File: src/rtl/median_sched_pkg.sv
`default_nettype none
// ============================================================================
//  Module      : median_sched_pkg
//  Description : Shared types, constants and helpers for the median filter
//                frame scheduler (state encoding, kernel half-size, flush
//                beat count).
//  Revision    : 1.0 - initial release
// ============================================================================
package median_sched_pkg;

    localparam int DIM_WIDTH_DEF   = 13;
    localparam int FLUSH_WIDTH_DEF = 16;
    localparam int KERNEL_SIZE_DEF = 5;
    localparam int HALF            = KERNEL_SIZE_DEF / 2;

    typedef enum logic [1:0] {
        ST_IDLE     = 2'd0,
        ST_WAIT_SOF = 2'd1,
        ST_RUN      = 2'd2,
        ST_FLUSH    = 2'd3
    } sched_state_t;

    // Number of zero beats the line-buffered kernel needs to push the last
    // HALF rows (plus HALF pixels of the following row) out of its window.
    function automatic logic [FLUSH_WIDTH_DEF-1:0] flush_beats(
        input logic [31:0] width,
        input int          half = HALF
    );
        logic [31:0] total;
        total = 32'(half) * width + 32'(half);
        return total[FLUSH_WIDTH_DEF-1:0];
    endfunction

endpackage
`default_nettype wire

File: src/rtl/median_frame_position.sv
`default_nettype none
// ============================================================================
//  Module      : median_frame_position
//  Description : Column/row tracker for accepted image beats. Checks the
//                upstream tlast/tuser framing against the latched geometry.
//  Ports       : clk, rst         - clock, synchronous active-high reset
//                beat             - an image beat is forwarded this cycle
//                in_frame         - scheduler is in the RUN state
//                tuser, tlast     - framing sidebands of the beat
//                img_width/height - latched geometry
//                eol, eof         - row end / frame end on this beat
//                err_early/late/sof - single-cycle framing error pulses
//  Revision    : 1.0 - initial release
// ============================================================================
module median_frame_position
    import median_sched_pkg::*;
#(
    parameter int DIM_WIDTH = DIM_WIDTH_DEF
) (
    input  logic                 clk,
    input  logic                 rst,
    input  logic                 beat,
    input  logic                 in_frame,
    input  logic                 tuser,
    input  logic                 tlast,
    input  logic [DIM_WIDTH-1:0] img_width,
    input  logic [DIM_WIDTH-1:0] img_height,
    output logic                 eol,
    output logic                 eof,
    output logic                 err_early,
    output logic                 err_late,
    output logic                 err_sof
);

    logic [DIM_WIDTH-1:0] r_col;
    logic [DIM_WIDTH-1:0] r_row;
    logic                 w_last_col;
    logic                 w_last_row;
    logic                 w_restart;
    logic                 w_row_end;

    assign w_last_col = (r_col == img_width  - DIM_WIDTH'(1));
    assign w_last_row = (r_row == img_height - DIM_WIDTH'(1));

    // A tuser beat always restarts the frame and overrides any tlast check.
    assign w_restart  = beat & tuser;
    // A row ends either on tlast or on reaching the last column, whichever
    // comes first; a mismatch between the two is reported but still ends it.
    assign w_row_end  = beat & ~tuser & (tlast | w_last_col);

    assign eol       = w_row_end;
    // Closing the frame on any row end in the last row (not only the exact
    // last column) keeps an early tlast there from running past the frame.
    assign eof       = w_row_end & w_last_row;
    assign err_early = beat & ~tuser &  tlast & ~w_last_col;
    assign err_late  = beat & ~tuser & ~tlast &  w_last_col;
    assign err_sof   = w_restart & in_frame;

    always_ff @(posedge clk) begin
        if (rst) begin
            r_col <= '0;
            r_row <= '0;
        end else if (w_restart) begin
            r_col <= DIM_WIDTH'(1);
            r_row <= '0;
        end else if (w_row_end) begin
            r_col <= '0;
            r_row <= r_row + DIM_WIDTH'(1);
        end else if (beat) begin
            r_col <= r_col + DIM_WIDTH'(1);
        end
    end

endmodule
`default_nettype wire

File: src/rtl/median_frame_scheduler.sv
`default_nettype none
// ============================================================================
//  Module      : median_frame_scheduler
//  Description : Frame-level controller in front of the 5x5 median pipeline.
//                Latches geometry, gates the AXI4-Stream input, injects flush
//                beats after each frame and keeps sticky status.
//  Ports       : i_clk, i_reset    - clock, synchronous active-high reset
//                i_enable          - run request
//                WIDTH, HEIGHT     - requested geometry
//                s_axis_tvalid/tuser/tlast, s_axis_tready - upstream stream
//                o_pipe_valid/sof/flush - beat qualifiers into the receiver
//                o_img_width/height - latched geometry
//                o_busy, o_frame_done, o_frame_count - progress status
//                o_err_cfg/early_eol/late_eol/sof - sticky error flags
//  Revision    : 1.0 - initial release
// ============================================================================
module median_frame_scheduler
    import median_sched_pkg::*;
#(
    parameter int KERNEL_SIZE = KERNEL_SIZE_DEF,
    parameter int DIM_WIDTH   = DIM_WIDTH_DEF,
    parameter int FLUSH_WIDTH = FLUSH_WIDTH_DEF
) (
    input  logic                 i_clk,
    input  logic                 i_reset,
    input  logic                 i_enable,
    input  logic [DIM_WIDTH-1:0] WIDTH,
    input  logic [DIM_WIDTH-1:0] HEIGHT,
    input  logic                 s_axis_tvalid,
    input  logic                 s_axis_tuser,
    input  logic                 s_axis_tlast,
    output logic                 s_axis_tready,
    output logic                 o_pipe_valid,
    output logic                 o_pipe_sof,
    output logic                 o_pipe_flush,
    output logic [DIM_WIDTH-1:0] o_img_width,
    output logic [DIM_WIDTH-1:0] o_img_height,
    output logic                 o_busy,
    output logic                 o_frame_done,
    output logic [15:0]          o_frame_count,
    output logic                 o_err_cfg,
    output logic                 o_err_early_eol,
    output logic                 o_err_late_eol,
    output logic                 o_err_sof
);

    localparam int c_half = KERNEL_SIZE / 2;

    sched_state_t           r_state;
    logic                   r_ready;
    logic [DIM_WIDTH-1:0]   r_img_width;
    logic [DIM_WIDTH-1:0]   r_img_height;
    logic [FLUSH_WIDTH-1:0] r_flush_cnt;
    logic                   r_frame_done;
    logic [15:0]            r_frame_count;
    logic                   r_err_cfg;
    logic                   r_err_early;
    logic                   r_err_late;
    logic                   r_err_sof;

    logic                   w_accept;
    logic                   w_img_beat;
    logic                   w_flush_beat;
    logic                   w_cfg_ok;
    logic                   w_pos_eol;
    logic                   w_pos_eof;
    logic                   w_pos_err_early;
    logic                   w_pos_err_late;
    logic                   w_pos_err_sof;
    logic [FLUSH_WIDTH-1:0] w_flush_load;

    // Forwarding is purely combinational so pixel data can bypass the block.
    assign w_accept     = s_axis_tvalid & r_ready;
    assign w_img_beat   = w_accept & ((r_state == ST_RUN) |
                                      ((r_state == ST_WAIT_SOF) & s_axis_tuser));
    assign w_flush_beat = (r_state == ST_FLUSH);
    assign w_cfg_ok     = (WIDTH  >= DIM_WIDTH'(KERNEL_SIZE)) &
                          (HEIGHT >= DIM_WIDTH'(KERNEL_SIZE));
    // Counter runs from N-1 down to 0, giving exactly N flush cycles.
    assign w_flush_load = FLUSH_WIDTH'(flush_beats(32'(r_img_width), c_half))
                          - FLUSH_WIDTH'(1);

    median_frame_position #(
        .DIM_WIDTH (DIM_WIDTH)
    ) u_position (
        .clk        (i_clk),
        .rst        (i_reset),
        .beat       (w_img_beat),
        .in_frame   (r_state == ST_RUN),
        .tuser      (s_axis_tuser),
        .tlast      (s_axis_tlast),
        .img_width  (r_img_width),
        .img_height (r_img_height),
        .eol        (w_pos_eol),
        .eof        (w_pos_eof),
        .err_early  (w_pos_err_early),
        .err_late   (w_pos_err_late),
        .err_sof    (w_pos_err_sof)
    );

    always_ff @(posedge i_clk) begin
        if (i_reset) begin
            r_state       <= ST_IDLE;
            r_ready       <= 1'b0;
            r_img_width   <= '0;
            r_img_height  <= '0;
            r_flush_cnt   <= '0;
            r_frame_done  <= 1'b0;
            r_frame_count <= '0;
            r_err_cfg     <= 1'b0;
            r_err_early   <= 1'b0;
            r_err_late    <= 1'b0;
            r_err_sof     <= 1'b0;
        end else begin
            r_frame_done <= 1'b0;
            if (w_pos_err_early) r_err_early <= 1'b1;
            if (w_pos_err_late)  r_err_late  <= 1'b1;
            if (w_pos_err_sof)   r_err_sof   <= 1'b1;

            // r_ready always tracks the state being entered, so tready is
            // high exactly while the FSM sits in WAIT_SOF or RUN.
            case (r_state)
                ST_IDLE: begin
                    if (i_enable) begin
                        r_img_width  <= WIDTH;
                        r_img_height <= HEIGHT;
                        if (w_cfg_ok) begin
                            r_state <= ST_WAIT_SOF;
                            r_ready <= 1'b1;
                        end else begin
                            r_err_cfg <= 1'b1;
                        end
                    end
                end
                ST_WAIT_SOF: begin
                    if (w_img_beat) begin
                        r_state <= ST_RUN;
                    end
                end
                ST_RUN: begin
                    // eof can only assert together with a row end.
                    if (w_pos_eol && w_pos_eof) begin
                        r_state     <= ST_FLUSH;
                        r_ready     <= 1'b0;
                        r_flush_cnt <= w_flush_load;
                    end
                end
                ST_FLUSH: begin
                    if (r_flush_cnt == '0) begin
                        r_frame_done  <= 1'b1;
                        r_frame_count <= r_frame_count + 16'd1;
                        if (i_enable) begin
                            r_img_width  <= WIDTH;
                            r_img_height <= HEIGHT;
                            if (w_cfg_ok) begin
                                r_state <= ST_WAIT_SOF;
                                r_ready <= 1'b1;
                            end else begin
                                r_state   <= ST_IDLE;
                                r_err_cfg <= 1'b1;
                            end
                        end else begin
                            r_state <= ST_IDLE;
                        end
                    end else begin
                        r_flush_cnt <= r_flush_cnt - FLUSH_WIDTH'(1);
                    end
                end
                default: begin
                    r_state <= ST_IDLE;
                    r_ready <= 1'b0;
                end
            endcase
        end
    end

    assign s_axis_tready   = r_ready;
    assign o_pipe_valid    = w_img_beat | w_flush_beat;
    assign o_pipe_sof      = w_img_beat & s_axis_tuser;
    assign o_pipe_flush    = w_flush_beat;
    assign o_img_width     = r_img_width;
    assign o_img_height    = r_img_height;
    assign o_busy          = (r_state != ST_IDLE);
    assign o_frame_done    = r_frame_done;
    assign o_frame_count   = r_frame_count;
    assign o_err_cfg       = r_err_cfg;
    assign o_err_early_eol = r_err_early;
    assign o_err_late_eol  = r_err_late;
    assign o_err_sof       = r_err_sof;

endmodule
`default_nettype wire
File: config.mk
export PLATFORM = sky130hd
export DESIGN_NAME = median_frame_scheduler
export DESIGN_NICKNAME = d
export VERILOG_FILES = /design/src/rtl/median_sched_pkg.sv /design/src/rtl/median_frame_position.sv /design/src/rtl/median_frame_scheduler.sv
export SDC_FILE = /design/constraint.sdc
export NUM_CORES = 1
export LEC_CHECK = 0
export BUFFER_PORTS_ARGS = -buffer_cell sky130_fd_sc_hd__buf_4
export CORE_MARGIN = 8
export CORE_UTILIZATION = 59
export CTS_BUF_LIST = sky130_fd_sc_hd__clkbuf_8
export DETAILED_ROUTE_END_ITERATION = 6
export PLACE_DENSITY_LB_ADDON = 0.1
export SLEW_MARGIN = 5
export SYNTH_ARGS = -nofsm -noshare
export SYNTH_HDL_FRONTEND = slang
export SYNTH_SLANG_ARGS = --single-unit
File: constraint.sdc
create_clock -name i_clk -period 9 [get_ports i_clk]
set_clock_uncertainty 0.1 [all_clocks]
set_input_delay 0.9 -clock i_clk [delete_from_list [all_inputs] [get_ports i_clk]]
set_output_delay 0.9 -clock i_clk [all_outputs]
set_load 0.05 [all_outputs]
# [Word-level counts from Yosys, hierarchy flattened]
# Cells that the tools add are included.
[totals] reg_bits=92 inputBits=32 out_inout_bits=52 word_cells=101
[op_classes] n_addsub=8 magnitude_cmp=2 n_eq_ne=11 muxes=30 n_bitwise=20 reduce_logical=16
[op_table] op="$mux W13" count=4
[op_table] op="$pmux W13 S2" count=2
[op_table] op="$mux W16" count=2
[op_table] op="$pmux W16 S2" count=1
[op_table] op="$add A13 B1 Y13 const B" count=2
[op_table] op="$eq A13 B13 Y1" count=2
[op_table] op="$ge A13 B3 Y1 const B" count=2
[op_table] op="$sub A13 B1 Y13 const B" count=2
[op_table] op="$add A16 B1 Y16 const B" count=1
[op_table] op="$logic_not A16 Y1" count=1
[op_table] op="$sub A15 B1 Y16 const B" count=1
[op_table] op="$sub A16 B1 Y16 const B" count=1
[op_table] op="$add A14 B2 Y15 const B" count=1
[op_table] op="$and A1 B1 Y1" count=13
[op_table] op="$mux W1" count=12
[op_table] op="$mux W2" count=6
[op_table] op="$ne A2 B2 Y1 const B" count=4
[op_table] op="$pmux W2 S4" count=1
[op_table] op="$reduce_and A3 Y1" count=2
[op_table] op="$reduce_bool A2 Y1" count=3
[op_table] op="$reduce_bool A3 Y1" count=2
[op_table] op="$reduce_and A5 Y1" count=1
[op_table] op="$eq A2 B2 Y1 const B" count=2
[op_table] op="$ne A2 B1 Y1 const B" count=2
[op_table] op="10 further kinds" count=17

# [Depth between registers and ports, before layout]
[logic_depth] ltp_word=10 ltp_mapped=13 ltp_nobuf=10

# [By module]
# Synthesis repeated with hierarchy kept, for this count alone.
[hier_totals] cells_unflattened=629 hier_area_um2=5282.6
[modules_own_cells] mod="median_frame_scheduler" instances=1 cells_each=375 area_per_inst_um2=3231.8 seq_area_each_um2=1321.3
[modules_own_cells] mod="median_frame_position" instances=1 cells_each=254 area_per_inst_um2=2050.7 seq_area_each_um2=520.5

# [Worst setup path after synthesis]
# Ideal clock, no wire load.
[synth_path] path_type="reg2reg" from="register r_img_width[0], in the netlist o_img_width[0]" to="register r_flush_cnt[4]" t_arrival_ps=3224 t_required_ps=8771 path_slack_ps=5547 path_stages_with_launch=14 path_buffers=3 synth_period_minus_slack_ps=3453 cell_sequence="dfxtp_1 -> buf_2 -> inv_1 -> ha_1 -> nor3b_4 -> nand4_2 -> or4_1 -> a2111o_1 -> o41ai_2 -> buf_2 -> nand2_1 -> buf_4 -> a221oi_1 -> o32ai_1"
[synth_via] elab_chain_len=8 elab_cells_between_ends=12
[synth_lines] element="start: declaration" line="median_frame_scheduler.sv:51" text="logic [DIM_WIDTH-1:0] r_img_width;"
[synth_lines] element="start signal: assignment" line="median_frame_scheduler.sv:105" text="r_img_width <= '0;"
[synth_lines] element="start signal: assignment" line="median_frame_scheduler.sv:125" text="r_img_width <= WIDTH;"
[synth_lines] element="start signal: assignment" line="median_frame_scheduler.sv:153" text="r_img_width <= WIDTH;"
[synth_lines] element="parallel branches: the longest is 8 deep, another holds $sub A15 B1 Y16"
[synth_lines] element="end signal: assignment" line="median_frame_scheduler.sv:145" text="r_flush_cnt <= w_flush_load;"
[synth_lines] element="end signal: assignment" line="median_frame_scheduler.sv:166" text="r_flush_cnt <= r_flush_cnt - FLUSH_WIDTH'(1);"
[synth_lines] element="end: declaration" line="median_frame_scheduler.sv:53" text="logic [FLUSH_WIDTH-1:0] r_flush_cnt;"
# Parallel ways; which one is timed is not known. The select of a mux whose other input is x is not followed.
# A chain may end at the register's enable or synchronous reset.

# [Worst setup path after layout]
[layout_path] from="register r_img_width[0], in the netlist o_img_width[0]" to="register u_position.r_row[6]"
[layout_via] elab_chain_len=4
[layout_lines] element="$sub A13 B1 Y13" line="median_frame_position.sv:42" text="assign w_last_col = (r_col == img_width - DIM_WIDTH'(1));"
[layout_lines] element="$eq A13 B13 Y1" line="median_frame_position.sv:42"
[layout_lines] element="$or A1 B1 Y1" line="median_frame_position.sv:49" text="assign w_row_end = beat & ~tuser & (tlast | w_last_col);"
[layout_lines] element="$and A1 B1 Y1" line="median_frame_position.sv:49"
[layout_lines] element="end signal: assignment" line="median_frame_position.sv:68" text="r_row <= r_row + DIM_WIDTH'(1);"
[layout_lines] element="end: declaration" line="median_frame_position.sv:36" text="logic [DIM_WIDTH-1:0] r_row;"
# No other way between the ends.

==> results.yml <==
run_status:
  status: "completed"
detailed_routing:
  wire_per_inst_um: 17.7
  ant_nets: 0
  dr.pass1.iters: 5
  drc: 0
  dr.first_iter.drc_count: 458
  num_vias: 5215
  drt_wl_total_mm: 15.1
  vias_per_cell: 6.14
yosys:
  yosys-top-cells-area: "dfxtp_1, nand2_1, a21oi_1"
  synth_edf_count: 0
  yosysMostFrequentCell: "nand2_1"
  synth.distinct_cells: 69
  syn_inst: 676
  ys.warnings.count: 0
  ys.flop_type: "dfxtp_1"
  ys_seq_area_share_pct: 34.8
  synth_top_area_share_pct: 34.8
  synth_nets: 719
  ys_ff_latch: 92
  syn_area_per_cell_um2: 7.82
  ys_top_cells_by_count: "nand2_1, dfxtp_1, nor2_1, a21oi_1, xor2_1"
  synth.cell_area_um2: 5290
  async_reset_ff_share_pct: 0
  synth_top_cell_by_area: "dfxtp_1"
min_path:
  min_from: "o_err_late_eol"
  hold_end: "o_err_late_eol"
  min_path_cells: 1
  min_path_type: "reg -> reg"
floorplanning:
  fp-row-count: 34
  start_util_pct: 60.6
  die_area_um2: 12200
  fp.coreArea_um2: 8720
  ios: 84
  fp.dieH_um: 111
  die_w_um: 111
clock_tree:
  path_clk_slew_ps: 100
  clk_path_buf_depth: 2
  post_cts_buffers: 0
  cts_root_buf: "clkbuf_8"
  clkLatencyLatePin_ps: 370
  cts_tree: "built"
  htreeDepth: 3
  clock-sinks: 92
  cts_buffers: 9
  ctsHoldBuffers: 0
  cts_resized: 0
sta:
  fin_crit_sh_pct: 41.2
  drv_slew: 0
  fin_tns_setup_ps: 0
  final_hold_viol_count: 0
  worst_slack_ps: 5290
  rsz0062_at_grt: "false"
  worstMarginPinSlew_ps: 967
  finalSetupViolations: 0
  fmax_mhz: 270
  hold_ws_ps: 379
  min_period_ps: 3710
  slew_headroom_pct: 35.5
worst_setup_path:
  timing.rr.end: "u_position.r_row[6]"
  reg2reg_slack_ps: 5290
  reg2reg_from: "o_img_width[0]"
  worstPathArrival_ps: 3900
  reg2reg_depth: 11
  critPathKind: "reg -> reg"
  critPathCaptureType: "flip-flop"
  critPathLaunchType: "flip-flop"
  required_ps: 9190
  cp_max_fo: 11
global_routing:
  grt_use_total_pct: 23.7
  met1_usage_pct: 30.6
  grt_max_degree: 66
  grt_pass1_vias: 4931
  grt.met3_usage_pct: 5.30
  grt_most_used_layer: "met2"
  grt_antenna_before_repair: 0
  overflow: 0
  met2_usage_pct: 38.4
  grt_pass1_wl_mm: 24.6
power:
  power.leakage_nw: 2.41
  power_density_nw_per_um2: 235
  irDropWorstVdd_mv: 0.156
placement:
  place.port_buffers: 83
  placed_cells: 834
  post-place-ws_ps: 5310
  dp_hpwl_mm: 10.9
  place.gp.congestion: 0.904
layout:
  area_growth_syn_to_layout_pct: 15.7
  utilization_pct: 70.1
  fin_cells: 850
  drive_gt1_share_pct: 16.2
  antenna_cells: 0
  num-nets-final: 780
flow_run:
  maxCapViolCount: 0
## area by class of cell
cell class	count	area, um^2
clock buffers	9	124
well taps	108	135
fillers	732	2610
inverters	26	97.6
multi-input cells	522	3200
flip-flops and latches	92	1840
clock inverters	7	75.1
repair buffers	86	646
## how the worst max path moves through the flow
| stage | from | endpoint | depth (start not counted) |
|---|---|---|---|
| after global placement | o_img_width[0] | u_position.r_row[10] | 11 |
| after floorplan | o_img_width[0] | r_flush_cnt[4] | 13 |
| after CTS | o_img_width[0] | u_position.r_row[6] | 11 |
| after detailed placement | o_img_width[0] | u_position.r_row[6] | 11 |
| after global routing | o_img_width[0] | u_position.r_row[6] | 11 |
| final | o_img_width[0] | u_position.r_row[6] | 11 |
## report_power, final
group	internal [mW]	switching, mW	leakage [nW]
Clock	0.130	0.160	0.0976
Sequential	0.442	0.0690	0.746
Combinational	0.231	0.408	1.56
## stage by stage
stage | area [um^2] | power, mW
2_1_floorplan | 5290 | 0.983
3_3_place_gp | 5920 | 1.14
3_5_place_dp | 5920 | 1.15
4_1_cts | 6120 | 1.43
5_1_grt | 6120 | 1.51
6_report | 6120 | 1.44
## worst max-delay path, cell delays in order, from the launching register on
cell	delay (ps)
dfxtp_1	430
inv_1	100
ha_1	190
nor3b_4	310
nand4_2	170
or4_1	420
a2111o_1	460
o41ai_2	200
buf_4	240
nand2_1	230
or4_1	570
a21oi_1	190
## routing by layer
layer,wire length (um),vias to the layer above,part of all wire (%)
met5,0,-,0
met4,255,0,1.7
li1,-,2538,-
met1,6650,2469,44
met3,884,30,5.9
met2,7290,178,48
## placed cells by master, fill, tap and decap left out, types with 3 or more instances in the layout
cell	n
or3_1	17
and2_1	3
nand4_1	15
nor4_1	13
o2bb2ai_1	3
buf_4	86
ha_1	11
o31ai_1	8
inv_1	26
a311oi_1	3
nand2_1	96
o21ai_0	21
and3_1	12
o21a_1	3
nor2b_1	6
nor3_1	20
o211a_1	3
clkbuf_8	9
o22ai_1	5
nand2b_1	5
nand3_1	16
a21oi_1	57
a2111oi_0	3
xnor2_1	26
xor2_1	29
nand3b_1	4
mux2i_1	5
a221oi_1	3
o32ai_1	3
dfxtp_1	92
and4_1	3
nor2_1	68
or2_2	3
a31oi_1	9
or4_1	9
## registers in the layout, indices dropped and copies added (netlist names), 2 cells and up
signal	count
u_position.r_col	13
o_img_width	13
r_state	2
u_position.r_row	13
o_img_height	13
r_flush_cnt	16
o_frame_count	16
## logic make-up after synthesis
kind of cell / after synthesis / synth area share, %
muxes: 7 / 1.37
buffers and inverters: 62 / 4.69
DFF: 92 / 34.8
and+or+nand+nor: 302 / 29.1
adders and majority gates: 11 / 2.60
AOI/OAI and AO/OA: 147 / 18.3
xor gates and xnor gates: 55 / 9.11
Power figures use the tool's default switching activity.
